`config.mk`:
```
export PLATFORM = sky130hd
export DESIGN_NAME = uart_transmitter
export DESIGN_NICKNAME = d
export VERILOG_FILES = /design/src/rtl/uart_pkg.sv /design/src/rtl/uart_tx_fifo.sv /design/src/rtl/uart_transmitter.sv
export SDC_FILE = /design/constraint.sdc
export NUM_CORES = 1
export LEC_CHECK = 0
export ABC_AREA = 0
export ABC_CLOCK_PERIOD_IN_PS = 4000
export BUFFER_PORTS_ARGS = -buffer_cell sky130_fd_sc_hd__buf_2
export CORE_UTILIZATION = 35
export DETAILED_ROUTE_END_ITERATION = 10
export GPL_ROUTABILITY_DRIVEN = 0
export PLACE_DENSITY_LB_ADDON = 0.12
export SLEW_MARGIN = 15
export SYNTH_ARGS = -nofsm -noshare
export SYNTH_HDL_FRONTEND = slang
export SYNTH_HIERARCHICAL = 1
export SYNTH_SLANG_ARGS = --single-unit
```
`constraint.sdc`:
```
create_clock -name CLK -period 4 [get_ports CLK]
set_input_delay 0.2 -clock CLK [delete_from_list [all_inputs] [get_ports CLK]]
set_output_delay 0.2 -clock CLK [all_outputs]
set_load 0.01 [all_outputs]
```
`src/rtl/uart_pkg.sv`:
```
// Shared UART definitions: FSM encoding, frame geometry and line levels.
// Used by both the transmitter and the matching receiver.
package uart_pkg;

  typedef enum logic [1:0] {
    IDLE  = 2'd0,
    START = 2'd1,
    DATA  = 2'd2,
    STOP  = 2'd3
  } uart_state_t;

  localparam int   UART_DATA_BITS = 8;
  localparam logic START_LVL      = 1'b0;
  localparam logic STOP_LVL       = 1'b1;

endpackage

```
`src/rtl/uart_tx_fifo.sv`:
```
// Small synchronous byte FIFO feeding the transmitter. Pushes while full and
// pops while empty are ignored; full/empty derive from a registered count.
module uart_tx_fifo #(
  parameter int DEPTH = 4,
  parameter int W     = 8
) (
  input  logic         clk,
  input  logic         rst_n,
  input  logic         push,
  input  logic [W-1:0] din,
  input  logic         pop,
  output logic [W-1:0] dout,
  output logic         full,
  output logic         empty
);

  localparam int AW = $clog2(DEPTH);
  localparam logic [AW:0] CNT_FULL = (AW+1)'(DEPTH);

  logic [W-1:0]  mem [DEPTH];
  logic [AW-1:0] wr_ptr, rd_ptr;
  logic [AW:0]   count;
  logic          do_push, do_pop;

  assign full    = (count == CNT_FULL);
  assign empty   = (count == '0);
  assign do_push = push & ~full;
  assign do_pop  = pop & ~empty;
  assign dout    = mem[rd_ptr];

  // Pointers wrap naturally since DEPTH is a power of two.
  always_ff @(posedge clk or negedge rst_n) begin
    if (!rst_n) begin
      wr_ptr <= '0;
      rd_ptr <= '0;
      count  <= '0;
    end else begin
      if (do_push) wr_ptr <= wr_ptr + 1'b1;
      if (do_pop)  rd_ptr <= rd_ptr + 1'b1;
      case ({do_push, do_pop})
        2'b10:   count <= count + 1'b1;
        2'b01:   count <= count - 1'b1;
        default: count <= count;
      endcase
    end
  end

  always_ff @(posedge clk) begin
    if (do_push) mem[wr_ptr] <= din;
  end

endmodule

```
`src/rtl/uart_transmitter.sv`:
```
// UART transmitter: 8N1 framing, LSB first, fed from a small byte FIFO.
// The line is driven from a register whose next value follows the next state.
module uart_transmitter
  import uart_pkg::*;
#(
  parameter int CLKS_PER_BIT = 868,
  parameter int FIFO_DEPTH   = 4
) (
  input  logic                      CLK,
  input  logic                      RST_N,
  input  logic                      Tx_DV_in,
  input  logic [UART_DATA_BITS-1:0] Tx_Byte_in,
  output logic                      Tx_Ready_out,
  output logic                      Tx_Serial_out,
  output logic                      Tx_Active_out,
  output logic                      Tx_Done_out
);

  localparam int CW    = $clog2(CLKS_PER_BIT);
  localparam int IDX_W = $clog2(UART_DATA_BITS);
  localparam logic [CW-1:0]    CNT_MAX  = CW'(CLKS_PER_BIT - 1);
  localparam logic [IDX_W-1:0] LAST_IDX = IDX_W'(UART_DATA_BITS - 1);

  uart_state_t               state, state_n;
  logic [CW-1:0]             clk_cnt, cnt_n;
  logic [IDX_W-1:0]          bit_idx, idx_n;
  logic [UART_DATA_BITS-1:0] shift_reg, shift_n;
  logic                      line, line_n;
  logic                      cnt_last;

  logic                      fifo_full, fifo_empty, pop;
  logic [UART_DATA_BITS-1:0] fifo_dout;

  uart_tx_fifo #(.DEPTH(FIFO_DEPTH), .W(UART_DATA_BITS)) u_fifo (
    .clk   (CLK),
    .rst_n (RST_N),
    .push  (Tx_DV_in),
    .din   (Tx_Byte_in),
    .pop   (pop),
    .dout  (fifo_dout),
    .full  (fifo_full),
    .empty (fifo_empty)
  );

  assign cnt_last      = (clk_cnt == CNT_MAX);
  assign Tx_Ready_out  = ~fifo_full;
  assign Tx_Serial_out = line;
  assign Tx_Active_out = (state != IDLE);
  assign Tx_Done_out   = (state == STOP) && cnt_last;

  always_ff @(posedge CLK or negedge RST_N) begin
    if (!RST_N) begin
      state     <= IDLE;
      clk_cnt   <= '0;
      bit_idx   <= '0;
      shift_reg <= '0;
      line      <= STOP_LVL;
    end else begin
      state     <= state_n;
      clk_cnt   <= cnt_n;
      bit_idx   <= idx_n;
      shift_reg <= shift_n;
      line      <= line_n;
    end
  end

  always_comb begin
    state_n = state;
    cnt_n   = clk_cnt;
    idx_n   = bit_idx;
    shift_n = shift_reg;
    line_n  = line;
    pop     = 1'b0;
    case (state)
      IDLE: begin
        line_n = STOP_LVL;
        if (!fifo_empty) begin
          // Byte is captured here so later input changes cannot touch this frame.
          pop     = 1'b1;
          shift_n = fifo_dout;
          cnt_n   = '0;
          idx_n   = '0;
          line_n  = START_LVL;
          state_n = START;
        end
      end
      START: begin
        if (cnt_last) begin
          cnt_n   = '0;
          line_n  = shift_reg[0];
          state_n = DATA;
        end else begin
          cnt_n = clk_cnt + 1'b1;
        end
      end
      DATA: begin
        if (cnt_last) begin
          cnt_n = '0;
          if (bit_idx == LAST_IDX) begin
            line_n  = STOP_LVL;
            state_n = STOP;
          end else begin
            idx_n  = bit_idx + 1'b1;
            line_n = shift_reg[idx_n];
          end
        end else begin
          cnt_n = clk_cnt + 1'b1;
        end
      end
      STOP: begin
        if (cnt_last) begin
          cnt_n   = '0;
          line_n  = STOP_LVL;
          state_n = IDLE;
        end else begin
          cnt_n = clk_cnt + 1'b1;
        end
      end
      default: begin
        line_n  = STOP_LVL;
        state_n = IDLE;
      end
    endcase
  end

endmodule

```
==> impl_results.md <==
* Worst path max stage delay at 400 ps
* FF-to-FF path depth at 12
* Avg WL per Cell at 15.4 microns
* Worst path slowest cell: dfrtp_1
* Clock Sinks at 63
* Final Cycle Share at 68.2%
* Post-cts resize count at 0
* Max Root-Sink Buffers at 2
* Synthesis-stage register bit count at 63
* Worst min path class: in2reg
* CP top delay family: adder cells
* R2R Path End: u_fifo/count[2]
* Synth cell count leaders: edfxtp_1 (32), dfrtp_1 (30), inv_1 (14)
* Drt drc at 0
* Worst setup SP type: register
* Dpl cells at 324
* Global route total overflow at 0
* PortBufs at 14
* DR pass1 iterations at 4
* Syn Nets at 234
* Fin cells at 341
* Ant diodes at 0
* CP arrival at 2990 ps
* Vias per inst at 5.03
* Post-synth EDFFs at 32
* Clk_lat worst skew at 340 ps
* First-pass GRT wire length at 9120 microns
* Syn avg cell area at 14.3 sq um
* Antenna-violating nets left at 0
* Post-Synthesis Cells at 209
* Top-area cell type share of the netlist area at 32.2%
* Core area at 8220 sq um
* Status: finished clean
* Max-Cap Viols at 0
* WP buf/inv at 4
* Worst setup path startpoint: state[0]
* Power per cell area at 707 nW/um^2
* WP depth at 12
* Die width at 94.4 microns
* Final min period at 2730 ps
* Crit end category: register
* Initial Util at 36.3%
* CTS H-Tree Depth at 3
* Critical path required time at 4260 ps
* Clock-pin slew on the worst setup and hold paths at 80 ps
* Final Core Density at 41.0%
* Share of layout cells above drive strength 1 at 27.5%
* DIE AREA at 8900 sq um
* Reg2Reg Setup Slack at 1270 ps
* Max reg flops at 32
* Area Growth Syn to Fin at 12.9%
* NumNets Final at 256
* Yosys Warn Count at 6
* Inserted Clock Buffers at 9
* Register area share after synthesis at 58.2%
* Total track usage at 13.9%
* Crit-path cells: inv_1 > ha_1 > inv_1 > nor2_1 > buf_4 > o31a_2 > ha_1 > inv_1 > fa_1 > xor2_1 > nor2_1 > xor2_1
* Vias at 1716
* Most common flop cell mapped by yosys: edfxtp_1
* DRT iter0 DRCs at 69
* RSZ-0062 raised after global routing: false
* CP dominant cell by count: inv_1
* Setup TNS at 0 ps
* Final setup vio count at 0
* Most frequent cell after synthesis: edfxtp_1
* Max VDD drop at 0.000277 V
* Cell Area, Placed at 3160 sq um
* Slew HR at 51.6%
* Max Clk Rate at 0.367 GHz
* Max FO, Critical Path at 10
* DPL Wire Length at 3520 microns
* Worst r2r src: state[0]
* I/O pins at 15
* Max Slew Vio Count at 0
* WL final at 5270 microns
* Unique cell type count in the Yosys netlist at 46
* Largest net degree at the start of global routing at 32
* Vias in the first global route at 1782
* Final instance area at 3370 sq um
* Initial antenna violation count at 0
* CTS root buffer: clkbuf_8
* Leakage power at 0.00129 uW
* Synth top area cells: edfxtp_1 (32%), dfrtp_1 (25%), mux4_2 (7.5%)
* Worst slew pin tran at 726 ps
* Area leader, netlist: edfxtp_1
* Cell Rows at 33
* Layout Skew at 9.03 ps
* Async SR Flop Fraction at 49.2%
* WS Path Type: reg2reg
* Final Hold Vio Count at 0
* Critical Path End: u_fifo/count[2]
* Filler Cells Inserted at 764
* Netlist Area Pre-Place at 2990 sq um
* Die Height at 94.4 microns
* TritonCTS clock tree: built
## how the worst min path moves through the flow
stage	startpoint	to	slack [ps]	depth (start not counted)
3_5_place_dp	RST_N	clk_cnt[6]	310	1
3_3_place_gp	RST_N	clk_cnt[7]	300	1
4_1_cts	Tx_Byte_in[6]	u_fifo/mem[1][6]	60	1
5_1_grt	Tx_Byte_in[6]	u_fifo/mem[1][6]	50	1
6_report	Tx_Byte_in[5]	u_fifo/mem[1][5]	80	1
2_1_floorplan	RST_N	bit_idx[0]	-100	0
## area by class of cell
cell class	count	area (sq um)	share of cell area [%]
inverters	14	52.6	1.56
repair buffers	16	87.6	2.60
multi-input cells	127	1160	34.5
clock buffers	10	128	3.79
flip-flops and latches	63	1740	51.6
well taps	105	131	3.90
clock inverters	6	70.1	2.08
## kinds of logic after synthesis
| group | after synthesis | share of synthesized area [%] |
|---|---|---|
| multiplexers | 26 | 13.5 |
| adder cells (fa/ha/maj) | 14 | 6.12 |
| XOR/XNOR | 6 | 1.76 |
| AND/OR/NAND/NOR | 50 | 10.4 |
| buffers and inverters | 19 | 2.81 |
| AO/OA/AOI/OAI | 31 | 7.17 |
| flip-flops | 63 | 58.2 |
## metal layers
| metal | global-route usage [%] | vias up | wire [microns] | share of wire, % |
|---|---|---|---|---|
| met1 | 17.1 | 856 | 2450 | 47 |
| met3 | 5.31 | 4 | 190 | 3.6 |
| met5 | 0 | - | 0 | 0 |
| li1 | - | 831 | - | - |
| met4 | 4.10 | 0 | 52 | 0.99 |
| met2 | 22.6 | 25 | 2570 | 49 |
## metrics by stage
stage / hold WS (ps) / worst slack [ps] / total power, uW
global placement: 300 / 1380 / 1860
finish: 77.2 / 1270 / 2380
detailed placement: 307 / 1300 / 1860
global route: 52.8 / 1010 / 2560
floorplan: -95.6 / 1400 / 1660
CTS: 56.4 / 1220 / 2430
## what timing repair did
action,in CTS,in global routing
setup buffers,0,0
hold buffers,1,0
endpoints found under the hold margin,30,0
## cell usage in the layout (no fill, tap or decap), types with 3 or more instances in the layout
cell / count
inv_1: 14
mux2i_1: 5
a21oi_1: 4
nor2_1: 9
xnor2_1: 3
buf_2: 14
mux2_2: 10
nand2_1: 7
o21ai_0: 9
mux4_2: 10
o2bb2ai_1: 3
nor3_1: 9
dfrtp_1: 30
clkbuf_8: 9
edfxtp_1: 32
xor2_1: 3
ha_1: 13
a22o_1: 3
clkinvlp_4: 3
a31oi_1: 3
and2_1: 3
and2_2: 5
nand3_1: 3
## where the power goes
| part | internal (uW) | switching [uW] | total, uW |
|---|---|---|---|
| registers | 877 | 156 | 1030 |
| clock network | 291 | 258 | 549 |
| logic | 419 | 382 | 801 |
No activity file was read; power rests on OpenSTA's default activity.
